===== config.mk =====
export PLATFORM = sky130hd
export DESIGN_NAME = interrupt_tlx_responder
export DESIGN_NICKNAME = d
export VERILOG_FILES = /design/src/rtl/tlx_intrp_pkg.sv /design/src/rtl/intrp_cmd_fifo.sv /design/src/rtl/interrupt_tlx_responder.sv
export SDC_FILE = /design/constraint.sdc
export NUM_CORES = 1
export LEC_CHECK = 0
export BUFFER_PORTS_ARGS = -buffer_cell sky130_fd_sc_hd__clkbuf_2
export CORE_MARGIN = 8
export CORE_UTILIZATION = 51
export DETAILED_ROUTE_END_ITERATION = 8
export GPL_TIMING_DRIVEN = 0
export PLACE_DENSITY = 0.77
export SETUP_SLACK_MARGIN = 0.3
export SYNTH_ARGS = -nofsm -noshare
export SYNTH_HDL_FRONTEND = slang
export SYNTH_HIERARCHICAL = 1
export SYNTH_SLANG_ARGS = --single-unit

===== constraint.sdc =====
create_clock -name clk -period 9.45 [get_ports clk]
set_clock_uncertainty 0.1 [all_clocks]
set_input_delay 0.4725 -clock clk [delete_from_list [all_inputs] [get_ports clk]]
set_output_delay 0.4725 -clock clk [all_outputs]
set_load 0.05 [all_outputs]

===== src/rtl/tlx_intrp_pkg.sv =====
// tlx_intrp_pkg: opcodes, response codes, policy/state encodings and command record for the TLX interrupt responder
package tlx_intrp_pkg;
  localparam logic [7:0] OP_INTRP_REQ     = 8'h58;
  localparam logic [7:0] OP_INTRP_REQ_S   = 8'h59;
  localparam logic [7:0] OP_INTRP_REQ_D   = 8'h5A;
  localparam logic [7:0] OP_INTRP_REQ_D_S = 8'h5B;
  localparam logic [7:0] OP_INTRP_RESP    = 8'h0C;
  localparam logic [7:0] OP_INTRP_RDY     = 8'h1A;
  localparam logic [3:0] RC_DONE    = 4'h0;
  localparam logic [3:0] RC_RTY     = 4'h2;
  localparam logic [3:0] RC_PENDING = 4'h4;
  localparam logic [3:0] RC_FAILED  = 4'hE;
  typedef enum logic [1:0] {POL_DONE, POL_RETRY, POL_PENDING, POL_FAIL} policy_e;
  typedef enum logic [1:0] {S_IDLE, S_DECIDE, S_RESP} state_e;
  typedef struct packed {
    logic [7:0]  opcode;
    logic [15:0] afutag;
    logic [67:0] obj;
    logic [19:0] pasid;
    logic [11:0] actag;
  } intrp_cmd_t;
endpackage


===== src/rtl/intrp_cmd_fifo.sv =====
// intrp_cmd_fifo: synchronous command FIFO; a push while full is accepted when a pop frees the head in the same cycle
module intrp_cmd_fifo #(
  parameter int DEPTH = 4,
  parameter int W = 124
) (
  input  logic         clk,
  input  logic         rst_n,
  input  logic         push,
  input  logic [W-1:0] din,
  input  logic         pop,
  output logic [W-1:0] dout,
  output logic         full,
  output logic         empty
);
  localparam int AW = $clog2(DEPTH);
  logic [W-1:0] mem [DEPTH];
  logic [AW:0] wp, rp;
  logic wr, rd;
  assign rd = pop && !empty;
  assign wr = push && (!full || rd);
  assign empty = wp == rp;
  assign full = (wp[AW] != rp[AW]) && (wp[AW-1:0] == rp[AW-1:0]);
  assign dout = mem[rp[AW-1:0]];
  always_ff @(posedge clk)
    if (wr) mem[wp[AW-1:0]] <= din;
  always_ff @(posedge clk or negedge rst_n) begin
    if (!rst_n) begin
      wp <= '0;
      rp <= '0;
    end else begin
      if (wr) wp <= wp + 1'b1;
      if (rd) rp <= rp + 1'b1;
    end
  end
endmodule


===== src/rtl/interrupt_tlx_responder.sv =====
// interrupt_tlx_responder: TLX-side responder answering AP intrp_req with intrp_resp/intrp_rdy and delivering host interrupts.
// Optional saturating per-code response counters when INTRP_RSP_STATS_EN is defined.
module interrupt_tlx_responder
  import tlx_intrp_pkg::*;
#(
  parameter int FIFO_DEPTH = 4
) (
  input  logic        clk,
  input  logic        rst_n,
  input  logic        cmd_valid,
  input  logic [7:0]  cmd_opcode,
  input  logic [15:0] cmd_afutag,
  input  logic [67:0] cmd_obj,
  input  logic [19:0] cmd_pasid,
  input  logic [11:0] cmd_actag,
  output logic        rsp_valid,
  input  logic        rsp_ready,
  output logic [7:0]  rsp_opcode,
  output logic [15:0] rsp_afutag,
  output logic [3:0]  rsp_code,
  output logic        host_int_valid,
  output logic [63:0] host_int_obj,
  output logic [19:0] host_int_pasid,
  output logic [11:0] host_int_actag,
  input  logic [1:0]  cfg_policy,
  input  logic [3:0]  cfg_retry_n,
  input  logic [15:0] cfg_rdy_delay,
  input  logic        cfg_rdy_retry,
  output logic        err_overflow
`ifdef INTRP_RSP_STATS_EN
  ,
  output logic [31:0] stat_done,
  output logic [31:0] stat_retry,
  output logic [31:0] stat_pending,
  output logic [31:0] stat_fail
`endif
);
  intrp_cmd_t cmd_in, head, cur_q, slot_q;
  state_e state_q, state_d;
  policy_e pol;
  logic full, empty, pop, in_resp, rdy_vld, resp_fire, rdy_fire, deliver;
  logic slot_busy, slot_armed, unused_bits;
  logic [3:0] code_d, rsp_code_q, retry_cnt;
  logic [15:0] delay_cnt;
  assign cmd_in = '{cmd_opcode, cmd_afutag, cmd_obj, cmd_pasid, cmd_actag};
  intrp_cmd_fifo #(.DEPTH(FIFO_DEPTH), .W($bits(intrp_cmd_t))) u_fifo (
    .clk(clk), .rst_n(rst_n), .push(cmd_valid), .din(cmd_in), .pop(pop),
    .dout(head), .full(full), .empty(empty)
  );
  always_ff @(posedge clk or negedge rst_n)
    if (!rst_n) state_q <= S_IDLE;
    else state_q <= state_d;
  // intrp_rdy appears cfg_rdy_delay cycles after the pending response is accepted, never sooner than the next cycle
  always_comb begin
    pol = policy_e'(cfg_policy);
    in_resp = state_q == S_RESP;
    rdy_vld = state_q == S_IDLE && slot_armed && delay_cnt <= 16'd1;
    pop = state_q == S_IDLE && !empty && !rdy_vld;
    state_d = pop ? S_DECIDE : state_q == S_DECIDE ? S_RESP : in_resp && rsp_ready ? S_IDLE : state_q;
    code_d = cur_q.opcode != OP_INTRP_REQ ? RC_FAILED :
             pol == POL_DONE ? RC_DONE :
             pol == POL_FAIL ? RC_FAILED :
             pol == POL_RETRY ? (retry_cnt < cfg_retry_n ? RC_RTY : RC_DONE) :
             slot_busy ? RC_RTY : RC_PENDING;
    resp_fire = in_resp && rsp_ready;
    rdy_fire = rdy_vld && rsp_ready;
    deliver = (resp_fire && rsp_code_q == RC_DONE) || (rdy_fire && !cfg_rdy_retry);
    rsp_valid = in_resp || rdy_vld;
    rsp_opcode = in_resp ? OP_INTRP_RESP : rdy_vld ? OP_INTRP_RDY : 8'h00;
    rsp_afutag = in_resp ? cur_q.afutag : rdy_vld ? slot_q.afutag : 16'h0000;
    rsp_code = in_resp ? rsp_code_q : rdy_vld ? (cfg_rdy_retry ? RC_RTY : RC_DONE) : 4'h0;
    unused_bits = ^{cur_q.obj[67:64], slot_q.opcode, slot_q.obj[67:64]};
  end
  always_ff @(posedge clk or negedge rst_n) begin
    if (!rst_n) begin
      cur_q <= '0;
      slot_q <= '0;
      rsp_code_q <= '0;
      retry_cnt <= '0;
      slot_busy <= 1'b0;
      slot_armed <= 1'b0;
      delay_cnt <= '0;
      host_int_valid <= 1'b0;
      host_int_obj <= '0;
      host_int_pasid <= '0;
      host_int_actag <= '0;
      err_overflow <= 1'b0;
    end else begin
      if (pop) cur_q <= head;
      if (state_q == S_DECIDE) rsp_code_q <= code_d;
      if (state_q == S_DECIDE && cur_q.opcode == OP_INTRP_REQ && pol == POL_RETRY)
        retry_cnt <= code_d == RC_RTY ? retry_cnt + 4'd1 : 4'd0;
      if (state_q == S_DECIDE && code_d == RC_PENDING) slot_q <= cur_q;
      slot_busy <= (slot_busy && !rdy_fire) || (state_q == S_DECIDE && code_d == RC_PENDING);
      slot_armed <= (slot_armed && !rdy_fire) || (resp_fire && rsp_code_q == RC_PENDING);
      delay_cnt <= resp_fire && rsp_code_q == RC_PENDING ? cfg_rdy_delay :
                   slot_armed && delay_cnt != 16'd0 ? delay_cnt - 16'd1 : delay_cnt;
      host_int_valid <= deliver;
      if (deliver) begin
        host_int_obj <= in_resp ? cur_q.obj[63:0] : slot_q.obj[63:0];
        host_int_pasid <= in_resp ? cur_q.pasid : slot_q.pasid;
        host_int_actag <= in_resp ? cur_q.actag : slot_q.actag;
      end
      err_overflow <= err_overflow || (cmd_valid && full && !pop);
    end
  end
`ifdef INTRP_RSP_STATS_EN
  always_ff @(posedge clk or negedge rst_n) begin
    if (!rst_n) begin
      stat_done <= '0;
      stat_retry <= '0;
      stat_pending <= '0;
      stat_fail <= '0;
    end else if (resp_fire || rdy_fire) begin
      if (rsp_code == RC_DONE && stat_done != '1) stat_done <= stat_done + 32'd1;
      if (rsp_code == RC_RTY && stat_retry != '1) stat_retry <= stat_retry + 32'd1;
      if (rsp_code == RC_PENDING && stat_pending != '1) stat_pending <= stat_pending + 32'd1;
      if (rsp_code == RC_FAILED && stat_fail != '1) stat_fail <= stat_fail + 32'd1;
    end
  end
`endif
endmodule

# After elaboration in Yosys (flattened, before gate mapping)
# Memories as Yosys holds them, arrays and structs flattened. A register that Yosys moved wholly into a read port is not among the register bits.
# Cells that the tools add are included.
[word_totals] ram_bits=496 mem_count=1 reg_bits=244 word_cells=99 out_inout_bits=127 inputBits=151
[mem_list] name="u_fifo.mem" words=4 width=124 rd=1 rd_ports_with_merged_regs=1 wr=1 line="intrp_cmd_fifo.sv:16" text="logic [W-1:0] mem [DEPTH];"
[op_classes] n_lt_le_gt_ge=2 eq_ne=12 mux=24 n_reduce_logical=39 n_addsub=4
[ops] operator="$mux 16" n=4
[ops] operator="$mux 64" n=1
[ops] operator="$logic_and 1x1->1" n=20
[ops] operator="$mux 20" n=1
[ops] operator="$mux 4" n=5
[ops] operator="$le 16x1->1 const B" n=1
[ops] operator="$reduce_bool 16->1" n=1
[ops] operator="$sub 16x1->16 const B" n=1
[ops] operator="$mux 12" n=1
[ops] operator="$mux 2" n=6
[ops] operator="$mux 5" n=2
[ops] operator="$eq 4x3->1 const B" n=2
[ops] operator="$eq 8x7->1 const B" n=1
[ops] operator="$ne 8x7->1 const B" n=1
[ops] operator="$logic_not 1->1" n=7
[ops] operator="$add 3x1->3 const B" n=2
[ops] operator="$logic_or 1x1->1" n=6
[ops] operator="$mux 3" n=2
[ops] operator="$add 4x1->4 const B" n=1
[ops] operator="$eq 2x1->1 const B" n=2
[ops] operator="$eq 2x2->1 const B" n=2
[ops] operator="$eq 4x2->1 const B" n=1
[ops] operator="$logic_not 2->1" n=2
[ops] operator="$logic_not 4->1" n=1
[ops] operator="other kinds (7)" n=8

# Logic depth before layout (Yosys ltp)
[depth] depth_word=10 ltp_mapped=13

# By module
# The synthesis kept the hierarchy.
[by_module_without_submodules] module="intrp_cmd_fifo" area_each_um2=18281.3 cells_each=694 seq_area_each_um2=15044.4 n_inst=1
[by_module_without_submodules] module="interrupt_tlx_responder" area_each_um2=15243.4 cells_each=1131 seq_area_each_um2=8933.6 n_inst=1

# Least setup slack after synthesis
# Ideal clock, no wire load.
[synth_timing] kind="reg2reg" start="register delay_cnt[0]" end="memory u_fifo.mem[1][0], enable pin" setup_ps=499 t_arrival_ps=5284 required_ps=8851 slack_ps=3567 path_buffers=3 stages_incl_launch_ff=13 synth_period_minus_slack_ps=5883 path_cell_list="dfrtp_1 inv_1 ha_1 nor2_1 and4b_1 and2_1 or4_4 inv_2 buf_6 buf_6 clkbuf_1 or4_1 and3_1"
[synth_via] elab_chain_len=9
[synth_rtl] element="from (decl)" line="interrupt_tlx_responder.sv:44" text="logic [15:0] delay_cnt;"
[synth_rtl] element="from (signal assigned)" line="interrupt_tlx_responder.sv:96" text="delay_cnt <= resp_fire && rsp_code_q == RC_PENDING ? cfg_rdy_delay :"
[synth_rtl] element="$le 16x1->1" line="interrupt_tlx_responder.sv:57" text="rdy_vld = state_q == S_IDLE && slot_armed && delay_cnt <= 16'd1;"
[synth_rtl] element="$logic_and 1x1->1" line="interrupt_tlx_responder.sv:57"
[synth_rtl] element="$logic_not 1->1" line="interrupt_tlx_responder.sv:58" text="pop = state_q == S_IDLE && !empty && !rdy_vld;"
[synth_rtl] element="$logic_and 1x1->1" line="interrupt_tlx_responder.sv:58"
[synth_rtl] element="net pop" line="interrupt_tlx_responder.sv:41" text="logic full, empty, pop, in_resp, rdy_vld, resp_fire, rdy_fire, deliver;"
[synth_rtl] element="$logic_and 1x1->1" line="intrp_cmd_fifo.sv:19" text="assign rd = pop && !empty;"
[synth_rtl] element="$logic_or 1x1->1" line="intrp_cmd_fifo.sv:20" text="assign wr = push && (!full || rd);"
[synth_rtl] element="$logic_and 1x1->1" line="intrp_cmd_fifo.sv:20"
[synth_rtl] element="$mux 1" line="intrp_cmd_fifo.sv:25" text="if (wr) mem[wp[AW-1:0]] <= din;"
[synth_rtl] element="$mux 1 (implied by the code)" line="intrp_cmd_fifo.sv:25"
[synth_rtl] element="to (decl)" line="intrp_cmd_fifo.sv:16"
# The timed path passes the listed nets, and every way through them passes these cells.

# Worst setup path in the final report
[layout_timing] start="register state_q[1]" end="output port rsp_afutag[13]"
[layout_via] word_cells_on_any_way=6 cone_classes="eq/ne (1); mux (2); reduce/logical (3)"
[layout_lines] element="from (decl)" line="interrupt_tlx_responder.sv:39" text="state_e state_q, state_d;"
[layout_lines] element="from (signal assigned)" line="interrupt_tlx_responder.sv:52" text="else state_q <= state_d;"
[layout_lines] element="$eq 2x2->1" line="interrupt_tlx_responder.sv:56" text="in_resp = state_q == S_RESP;"
[layout_lines] element="net in_resp" line="interrupt_tlx_responder.sv:41"
[layout_lines] element="$mux 16" line="interrupt_tlx_responder.sv:70" text="rsp_afutag = in_resp ? cur_q.afutag : rdy_vld ? slot_q.afutag : 16'h0000;"
[layout_lines] element="to (decl)" line="interrupt_tlx_responder.sv:19" text="output logic [15:0] rsp_afutag,"
# The timed path passes the listed nets, and every way through them passes these cells.

==> impl_metrics.ini <==
[status]
status = complete, no violations

[timing]
finalMaxSlewViolations = 0
worstMarginPinSlew_ns = 1.077
max_freq_ghz = 0.2172
tns_ns = 0
fin_crit_ns = 4.603
timing.final.crit_share_pct = 48.71
setup_violations = 0
rsz0062_at_grt = no
hold_viol_final = 0
relSlewSlack_pct = 28.20

[setup_path]
cp.arrival_ns = 4.03
cpPeakStageDelay_ns = 0.86
start_kind = flip-flop
worstSetupPathType = reg2out
crit_chain = nor2b_1 > clkbuf_1 > buf_1 > clkbuf_1 > a22o_1 > clkbuf_2
required_ns = 8.88
cp_num_buf_inv = 4
r2r-start = u_fifo/rp[1]
crit_slowest_cell = buf_1
endpoint_kind = output port
cp_max_fo = 10
cpMostUsedCell = clkbuf_1
cp_top_family = buffers and inverters
startpoint = state_q[1]

[place]
placed_cell_area_um2 = 35680
place_inst = 2942
port_buffers = 268
dp_hpwl_um = 47450
gp_congestion = 0.8368

[floorplan]
die_w_um = 270.2
io_pins = 278
initial_core_util_pct = 51.40
std_cell_rows = 93
fp.dieArea_um2 = 73010
die_h_um = 270.2
core_um2 = 64120

[cells_and_area]
area_growth_pct = 20.86
layout.nets = 2468
drive_above_1_share_pct = 34.62
stdcell_count = 3242
design_area_um2 = 39830
layout_common_cells = edfxtp_1, dfrtp_1, clkbuf_2
final_common_cell = edfxtp_1

[grt]
grt.met2_usage_pct = 35.36
grt_start_max_net_pins = 108
grt_pass1_wl_um = 115300
grt.overflow.total = 0
top_usage_layer = met2
grtUsageTotal_pct = 20.40
grt_pass1_vias = 19531
grt_antenna_before_repair = 9
globalRouteMet3Util_pct = 3.912
grt_use_met1_pct = 25.82

[power_and_ir_drop]
p_sw_mw = 3.737
p_leak_nw = 16.01
powerDensity_nw_per_um2 = 309.0
p_comb_share_pct = 30.2
peakVddDrop_uv = 196.6
p_int_mw = 8.570
p_sw_share_pct = 30.37
pwr-share-clk_pct = 27.3
pwr-share-seq_pct = 42.5

[drt]
viasPerCell = 5.562
ant_nets = 0
drt_pass1_iterations = 5
drtIter0Drc = 1235
routed_wl_um = 74650
drc = 0
wl_per_cell_um = 23.03
vias = 18033

[cts]
cts_tree = done
cts_buffers = 87
insertion_delay_ns = 0.62
clockBufferDepth = 3
post_cts_buffers = 0
cts.htree.levels = 3
cts_sinks = 843
root_buffer = clkbuf_16
path_clk_slew_ns = 0.06

[hold_path]
worst_hold_path_type = in2reg
hp-start = cfg_rdy_delay[5]

[yosys]
ys_warn_count = 6
synthCells = 1805
avgSynthCellArea_um2 = 18.26
syn_area_um2 = 32950

[job]
max_cap_viol_count = 0
[flip-flops by register name (all words and copies together), names as in the netlist]
register and count:
cur_q 120, delay_cnt 16, err_overflow 1, host_int_actag 12, host_int_obj 64, host_int_pasid 20
host_int_valid 1, retry_cnt 4, rsp_code_q 3, slot_armed 1, slot_busy 1, slot_q 112
state_q 2, u_fifo/mem 480, u_fifo/rp 3, u_fifo/wp 3
[power by group through the flow]
| stage | clock network, mW | logic [mW] | registers (mW) |
|---|---|---|---|
| 5_1_grt | 3.57 | 3.97 | 5.31 |
| 3_3_place_gp | 0 | 3.53 | 5.35 |
| 4_1_cts | 3.42 | 3.77 | 5.23 |
| 2_1_floorplan | 0 | 2.65 | 5.33 |
| 6_report | 3.35 | 3.72 | 5.23 |
| 3_5_place_dp | 0 | 3.71 | 5.29 |
[area by class of cell]
class,instances,area (um2)
fill,4523,24290
multi-input combinational,847,8884
tap,855,1070
timing repair buffer,408,2927
buffer,103,543.0
antenna,7,17.52
inverter,16,65.06
clock buffer,121,2480
sequential,843,23500
clock inverter,42,346.6
[metal layers]
metal	vias up	share of wire (%)
met3	132	5.4
met4	4	2.5
li1	7972	-
met1	9388	41
met2	537	51
met5	-	0.027
[through the flow]
stage | setup slack, ns | hold WS, ns | total power, mW | util [%]
finish | 4.847 | 0.03276 | 12.31 | 62.12
global route | 4.603 | 0.02049 | 12.85 | 62.12
global placement | -0.08651 | 0.3536 | 8.881 | 55.18
detailed placement | 4.877 | 0.3653 | 8.995 | 55.66
floorplan | 3.661 | 0.07691 | 7.973 | -
CTS | 4.646 | 0.0002219 | 12.43 | 62.09
[final timing paths]
path	cells past startpoint	endpoint	slack (ns)
max in group asynchronous	4	cur_q[70]	7.50
worst min register to register	1	err_overflow	0.37
worst max register to register	12	u_fifo/mem[3][51]	4.95
min in group asynchronous	2	cur_q[120]	0.30
worst min-delay path	3	delay_cnt[5]	0.03
worst max-delay path	6	rsp_afutag[13]	4.85
[what timing repair did]
item                      4_1_cts  5_1_grt
hold endpoints to repair      539        0
resized for setup               0        0
hold buffers                  130        0
[worst reg2reg max path, stage by stage, from the launching register on]
cell	delay (ns)
dfrtp_1	0.36
buf_2	0.36
xor2_1	0.26
buf_2	0.26
nor3_1	0.09
or4_4	0.53
inv_2	0.12
buf_6	0.24
buf_6	0.24
clkbuf_1	0.37
o41ai_2	0.22
inv_6	0.50
buf_16	0.43
Note: power is estimated with default switching activity, not from simulation.
